[config.mk]
export PLATFORM = sky130hd
export DESIGN_NAME = add_sub_multicycle
export DESIGN_NICKNAME = d
export VERILOG_FILES = /design/src/rtl/add_sub_multicycle.sv
export SDC_FILE = /design/constraint.sdc
export NUM_CORES = 1
export LEC_CHECK = 0
export CAP_MARGIN = 20
export CORE_ASPECT_RATIO = 1.75
export CORE_MARGIN = 1
export CORE_UTILIZATION = 25
export CTS_CLUSTER_DIAMETER = 80
export DETAILED_ROUTE_END_ITERATION = 12
export GPL_ROUTABILITY_DRIVEN = 0
export PLACE_DENSITY = 0.42
export SLEW_MARGIN = 20
export SYNTH_ARGS = -nofsm -noshare
export SYNTH_HDL_FRONTEND = slang
export SYNTH_SLANG_ARGS = --single-unit
[constraint.sdc]
create_clock -name clk -period 2.3 [get_ports clk]
set_input_delay 0.46 -clock clk [delete_from_list [all_inputs] [get_ports clk]]
set_output_delay 0.46 -clock clk [all_outputs]
set_load 0.01 [all_outputs]
[src/rtl/add_sub_multicycle.sv]
// ---------------------------------------------------------------------------
// add_sub_multicycle
//
// Multi-cycle two's-complement adder/subtractor. An operation is accepted on
// start while idle, then CHUNK bits are added per cycle, LSB first, for
// N = WIDTH/CHUNK cycles. The result and flags are registered and are loaded
// on the same edge that raises the one-cycle done pulse. WIDTH must be a
// multiple of CHUNK. CHUNK = WIDTH gives single-cycle operation.
//
// Ports
//   clk       in   1      clock, rising edge
//   reset_n   in   1      synchronous active-low reset
//   start     in   1      request, sampled only while busy = 0
//   a, b      in   WIDTH  operands, sampled with start
//   c_in      in   1      carry-in (add) / borrow-in (sub), sampled with start
//   sub       in   1      1: a - b - c_in, 0: a + b + c_in, sampled with start
//   busy      out  1      operation in progress
//   done      out  1      one-cycle pulse, results valid
//   sum       out  WIDTH  result, held until the next completion
//   c_out     out  1      carry out of the MSB (sub: 1 = no borrow)
//   overflow  out  1      signed overflow
//   zero      out  1      sum == 0
// ---------------------------------------------------------------------------
module add_sub_multicycle #(
    parameter int WIDTH = 32,
    parameter int CHUNK = 4
) (
    input  logic             clk,
    input  logic             reset_n,
    input  logic             start,
    input  logic [WIDTH-1:0] a,
    input  logic [WIDTH-1:0] b,
    input  logic             c_in,
    input  logic             sub,
    output logic             busy,
    output logic             done,
    output logic [WIDTH-1:0] sum,
    output logic             c_out,
    output logic             overflow,
    output logic             zero
);

    localparam int N  = WIDTH / CHUNK;
    localparam int CW = (N > 1) ? $clog2(N) : 1;

    typedef enum logic {
        IDLE,
        RUN
    } state_t;

    state_t           state;
    logic [WIDTH-1:0] a_r;
    logic [WIDTH-1:0] b_r;
    logic [WIDTH-1:0] res;
    logic             carry;
    logic [CW-1:0]    cnt;

    logic [CHUNK:0]   slice;
    logic [WIDTH-1:0] res_next;
    logic             msb_cin;
    logic             last;

    // One CHUNK-bit slice of the ripple add. The slice result enters the top
    // of the result register so that after N slices it is fully aligned.
    // Shifts are used instead of part-selects so CHUNK = WIDTH elaborates
    // without a reversed range.
    // NOTE: every signal written here gets its value on every path, so no
    // latch is inferred.
    always_comb begin
        slice    = {1'b0, a_r[CHUNK-1:0]} + {1'b0, b_r[CHUNK-1:0]}
                 + {{CHUNK{1'b0}}, carry};
        res_next = (res >> CHUNK) | (WIDTH'(slice[CHUNK-1:0]) << (WIDTH - CHUNK));
        // Carry into the slice MSB, recovered from its sum bit; on the final
        // slice this is the carry into bit WIDTH-1.
        msb_cin  = a_r[CHUNK-1] ^ b_r[CHUNK-1] ^ slice[CHUNK-1];
        last     = (cnt == CW'(N - 1));
    end

    // NOTE: sequential state uses non-blocking assignments only, so every
    // register samples the pre-edge values of the others.
    always_ff @(posedge clk) begin
        if (!reset_n) begin
            // NOTE: operand and result registers are cleared too; this is a
            // handful of flops, not a memory, and a clean restart is wanted.
            state    <= IDLE;
            a_r      <= '0;
            b_r      <= '0;
            res      <= '0;
            carry    <= 1'b0;
            cnt      <= '0;
            busy     <= 1'b0;
            done     <= 1'b0;
            sum      <= '0;
            c_out    <= 1'b0;
            overflow <= 1'b0;
            zero     <= 1'b0;
        end else begin
            done <= 1'b0;
            case (state)
                IDLE: begin
                    if (start) begin
                        a_r   <= a;
                        // Subtract as A + ~B + 1; a borrow-in removes the +1.
                        b_r   <= sub ? ~b : b;
                        carry <= c_in ^ sub;
                        res   <= '0;
                        cnt   <= '0;
                        busy  <= 1'b1;
                        state <= RUN;
                    end
                end
                RUN: begin
                    a_r   <= a_r >> CHUNK;
                    b_r   <= b_r >> CHUNK;
                    carry <= slice[CHUNK];
                    res   <= res_next;
                    cnt   <= cnt + 1'b1;
                    if (last) begin
                        state    <= IDLE;
                        busy     <= 1'b0;
                        done     <= 1'b1;
                        sum      <= res_next;
                        c_out    <= slice[CHUNK];
                        overflow <= msb_cin ^ slice[CHUNK];
                        zero     <= (res_next == '0);
                    end
                end
                default: state <= IDLE;
            endcase
        end
    end

endmodule

==> run summary, run 1 <==
The largest stage delay on the critical path works out to 0.46 ns. Growth of design area from synthesis to finish: 31.7%. The number of routed nets with antenna violations was 0; the count of routing violations after the opening detailed-route iteration was 206. For this block, wires on met1 add up to 6150 um. The layout cell share with drive strength beyond 1 was 0.0819; the total number of yosys warnings was 0. For this block, the via count after detailed routing is 4584. The clock root buffer was sky130_fd_sc_hd__clkbuf_16. The half-perimeter wire length after detailed placement was 10900 um. The kind of start point of the critical path is a register.

In the detailed route, the total length drawn on met3 is 538 um. The ratio of final minimum period to clock period works out to 0.968. After detailed routing, no signal wire sits above met4. Summed over all layers, the global routing overflow is 0. At the pin with the least slew margin, the transition time is 0.504 ns. Traced cell by cell, the critical path runs through inv_2 -> fa_2 -> inv_2 -> fa_2 -> nor4b_2 -> nand4_1 -> or3_1 -> o21ai_1. In the routed design, unresolved DRC markers number 0.

The total area inside the core boundary comes to 23300 um2. Clock latency on the worst-skew pair: 0.43 ns. The run gives 4 as the length of the first detailed-routing pass in iterations. Setup repair after global routing could not meet its margin everywhere. Ratio of total power to cell area: 743 nW/um2. Counting flops and latches in the post-synthesis netlist gives 134.

0 antenna diodes ended up in the layout. The leakage power of the design came out at 2.85 nW. The final non-filler cell area came out at 7840 um2. The die footprint was 24500 um2; the pin count of the biggest net entering global routing was 78.

Number of placed instances, taps included: 1005. Synthesized instance count: 640. The critical path in this run is classified as reg2reg.

Summing all placed instances gives a cell area of 7240 um2. The first global-routing pass estimated 24400 um of wire. Measured along the y axis, the die boundary spans 206 um. The final layout contains 796 nets.

The global-route usage over all layers was 0.131. The worst ir drop on vdd is 0.000453 V. In this run the worst hold path is classified as in2reg. The relative max-transition margin was 0.661; the final routed wire length divided by cell count was 14.9 um.

The floorplan has 74 rows. Across the run, the number of max-cap violations was 0. The number of max-slew violations in the final report is 0. The number of nets handed over by synthesis was 716. TritonCTS built the clock tree.

The post-layout total power was 0.00582 W. During placement, the flow inserted port buffers numbering 105. The utilization after layout is 0.336, and the number of levels the H-tree was split into is 4. STA puts the critical path data required time at 2.66 ns.

The clock transition at the registers of the reported paths is 0.06 ns, and the wire length reported by the detailed router is 15400 um. The final setup violation count is 0, and the I/O pin count is 106. The number of endpoints with negative hold slack in the final report came out at 0.

Count of distinct cell types in the synthesized netlist: 36. Once layout is complete, the cells apart from fillers number 1037. Leaving out fill and tap cells, the most frequent cell in the layout is sky130_fd_sc_hd__dfxtp_1. Clock skew on the completed layout was measured at 0.00859 ns. The top cell types in the final layout, fill and taps aside, are 130 x sky130_fd_sc_hd__dfxtp_1, 102 x sky130_fd_sc_hd__clkdlybuf4s50_1, 62 x sky130_fd_sc_hd__nor2b_1. The via count of the first global-routing pass was 4657.

The maximum fanout along the worst path works out to 3. The worst setup path is captured at a register. Using the TritonRoute via totals, the vias-per-cell ratio works out to 4.42. The synthesized area per cell was 9.30 um2; the initial cell density of the core was 0.255. The largest individual stage delay along the critical path comes from the cell sky130_fd_sc_hd__fa_2. The portion of the post-synthesis area used by sequential elements was 0.451; the worst-case clock buffer depth was 2. After detailed routing, the met2 layer carries 8480 um of wire. Data on the critical path arrives at its endpoint at 2.58 ns. Clock tree synthesis found a total of 134 sinks. The achievable clock frequency came out at 0.449 GHz. The die is 119 um wide. On the final layout, the worst hold slack is 0.439 ns.

In this run the cell area of the synthesized design comes to 5950 um2. Number of antenna violations at the first check in global routing: 0. The flow ran to the end, and the final reports show no timing, DRC or antenna violations.

Buffers inserted during clock tree synthesis total 17. The minimum clock period after layout was 2.23 ns.
timing repair:
action | 4_1_cts | 5_1_grt
setup buffers | 0 | 0
setup endpoints to repair | 0 | 1
gates resized for setup | 0 | 7
hold buffers | 0 | 0
endpoints found under the hold margin | 0 | 0
state kept, by name (all words and copies together), names as in the netlist:
name / flops
a_r: 32
b_r: 32
busy: 1
c_out: 1
carry: 1
cnt: 3
done: 1
overflow: 1
res: 28
state: 1
sum: 32
zero: 1
cell usage after synthesis:
cell / count / area, um2
sky130_fd_sc_hd__a211oi_1: 33 / 248
sky130_fd_sc_hd__a21boi_4: 1 / 18.8
sky130_fd_sc_hd__a21o_2: 2 / 17.5
sky130_fd_sc_hd__a21oi_1: 56 / 280
sky130_fd_sc_hd__a22o_1: 30 / 263
sky130_fd_sc_hd__a31oi_1: 1 / 6.26
sky130_fd_sc_hd__and2_1: 28 / 175
sky130_fd_sc_hd__and2_4: 1 / 8.76
sky130_fd_sc_hd__and3b_1: 1 / 8.76
sky130_fd_sc_hd__buf_1: 4 / 15.0
sky130_fd_sc_hd__buf_2: 16 / 80.1
sky130_fd_sc_hd__buf_4: 12 / 90.1
sky130_fd_sc_hd__buf_6: 3 / 33.8
sky130_fd_sc_hd__clkbuf_1: 21 / 78.8
sky130_fd_sc_hd__dfxtp_1: 134 / 2680
sky130_fd_sc_hd__fa_1: 2 / 40.0
sky130_fd_sc_hd__ha_1: 5 / 62.6
sky130_fd_sc_hd__inv_1: 4 / 15.0
sky130_fd_sc_hd__inv_2: 1 / 3.75
sky130_fd_sc_hd__mux2i_1: 33 / 330
sky130_fd_sc_hd__nand2_1: 34 / 128
sky130_fd_sc_hd__nand2b_1: 1 / 6.26
sky130_fd_sc_hd__nand3_2: 1 / 10.0
sky130_fd_sc_hd__nand4_1: 2 / 12.5
sky130_fd_sc_hd__nor2_1: 39 / 146
sky130_fd_sc_hd__nor2b_1: 62 / 388
sky130_fd_sc_hd__nor3b_1: 30 / 225
sky130_fd_sc_hd__nor4_1: 6 / 37.5
sky130_fd_sc_hd__nor4b_2: 1 / 15.0
sky130_fd_sc_hd__o21a_1: 4 / 30.0
sky130_fd_sc_hd__o21ai_0: 33 / 165
sky130_fd_sc_hd__o21ai_1: 1 / 5.00
sky130_fd_sc_hd__or2_2: 1 / 6.26
sky130_fd_sc_hd__or3_1: 2 / 12.5
sky130_fd_sc_hd__xnor2_1: 34 / 298
sky130_fd_sc_hd__xor2_1: 1 / 8.76
per-stage QoR:
stage	setup slack (ns)	setup TNS, ns
2_1_floorplan	0.179	0
3_3_place_gp	0.0891	0
3_5_place_dp	0.0352	0
4_1_cts	0.0184	0
5_1_grt	-0.0215	-0.0215
6_report	0.0741	0
cells by family (layout without fill, tap and decap cells):
| group | after synthesis | in the layout | share of synthesized area |
|---|---|---|---|
| AND/OR/NAND/NOR | 209 | 209 | 0.198 |
| multiplexers | 33 | 33 | 0.0555 |
| buffers and inverters | 61 | 154 | 0.0532 |
| adder cells (fa/ha/maj) | 7 | 7 | 0.0172 |
| flip-flops | 134 | 134 | 0.451 |
| XOR/XNOR | 35 | 35 | 0.0515 |
| AO/OA/AOI/OAI | 161 | 161 | 0.174 |
final timing paths:
check	start	endpoint	slack, ns	cells past startpoint
worst max-delay path	carry	zero	0.07	8
worst min-delay path	reset_n	res[28]	0.44	2
worst max register to register	carry	zero	0.07	8
worst min register to register	busy	busy	0.46	1
critical path, delay by kind of cell (launching register included):
family / cells / cell delay (ns)
compound gates: 1 / 0.13
fa+ha+maj: 2 / 0.84
buf+inv: 2 / 0.11
flops: 1 / 0.33
simple gates: 3 / 0.75
area by class of cell:
class,instances,area (um2)
inverter,5,18.8
sequential,134,2690
fill,2430,15500
clock inverter,8,96.3
tap,304,380
clock buffer,24,492
multi-input combinational,445,2960
timing repair buffer,117,1200
metal layers:
metal / vias to the layer above / GRT usage
li1: 2374 / -
met1: 2113 / 0.128
met2: 82 / 0.252
met3: 15 / 0.0339
met4: 0 / 0.0597
met5: - / 0
report_power, final:
group	internal (W)	switching, W
logic	0.000333	0.000304
clock network	0.00170	0.00100
registers	0.00241	0.0000670
total	0.00445	0.00137
Power figures use the tool's default switching activity.
==> inputs of run 2 (changes only) <==
Settings changed: ABC_CLOCK_PERIOD_IN_PS set to 2300.
==> results of run 2 <==
No change in the layout: final DEF, timing and power equal those of run 1.
==> inputs of run 3 (changes only) <==
Settings changed: SKIP_LAST_GASP set to 1.
==> results of run 3 <==
No change in the layout: final DEF, timing and power equal those of run 1.
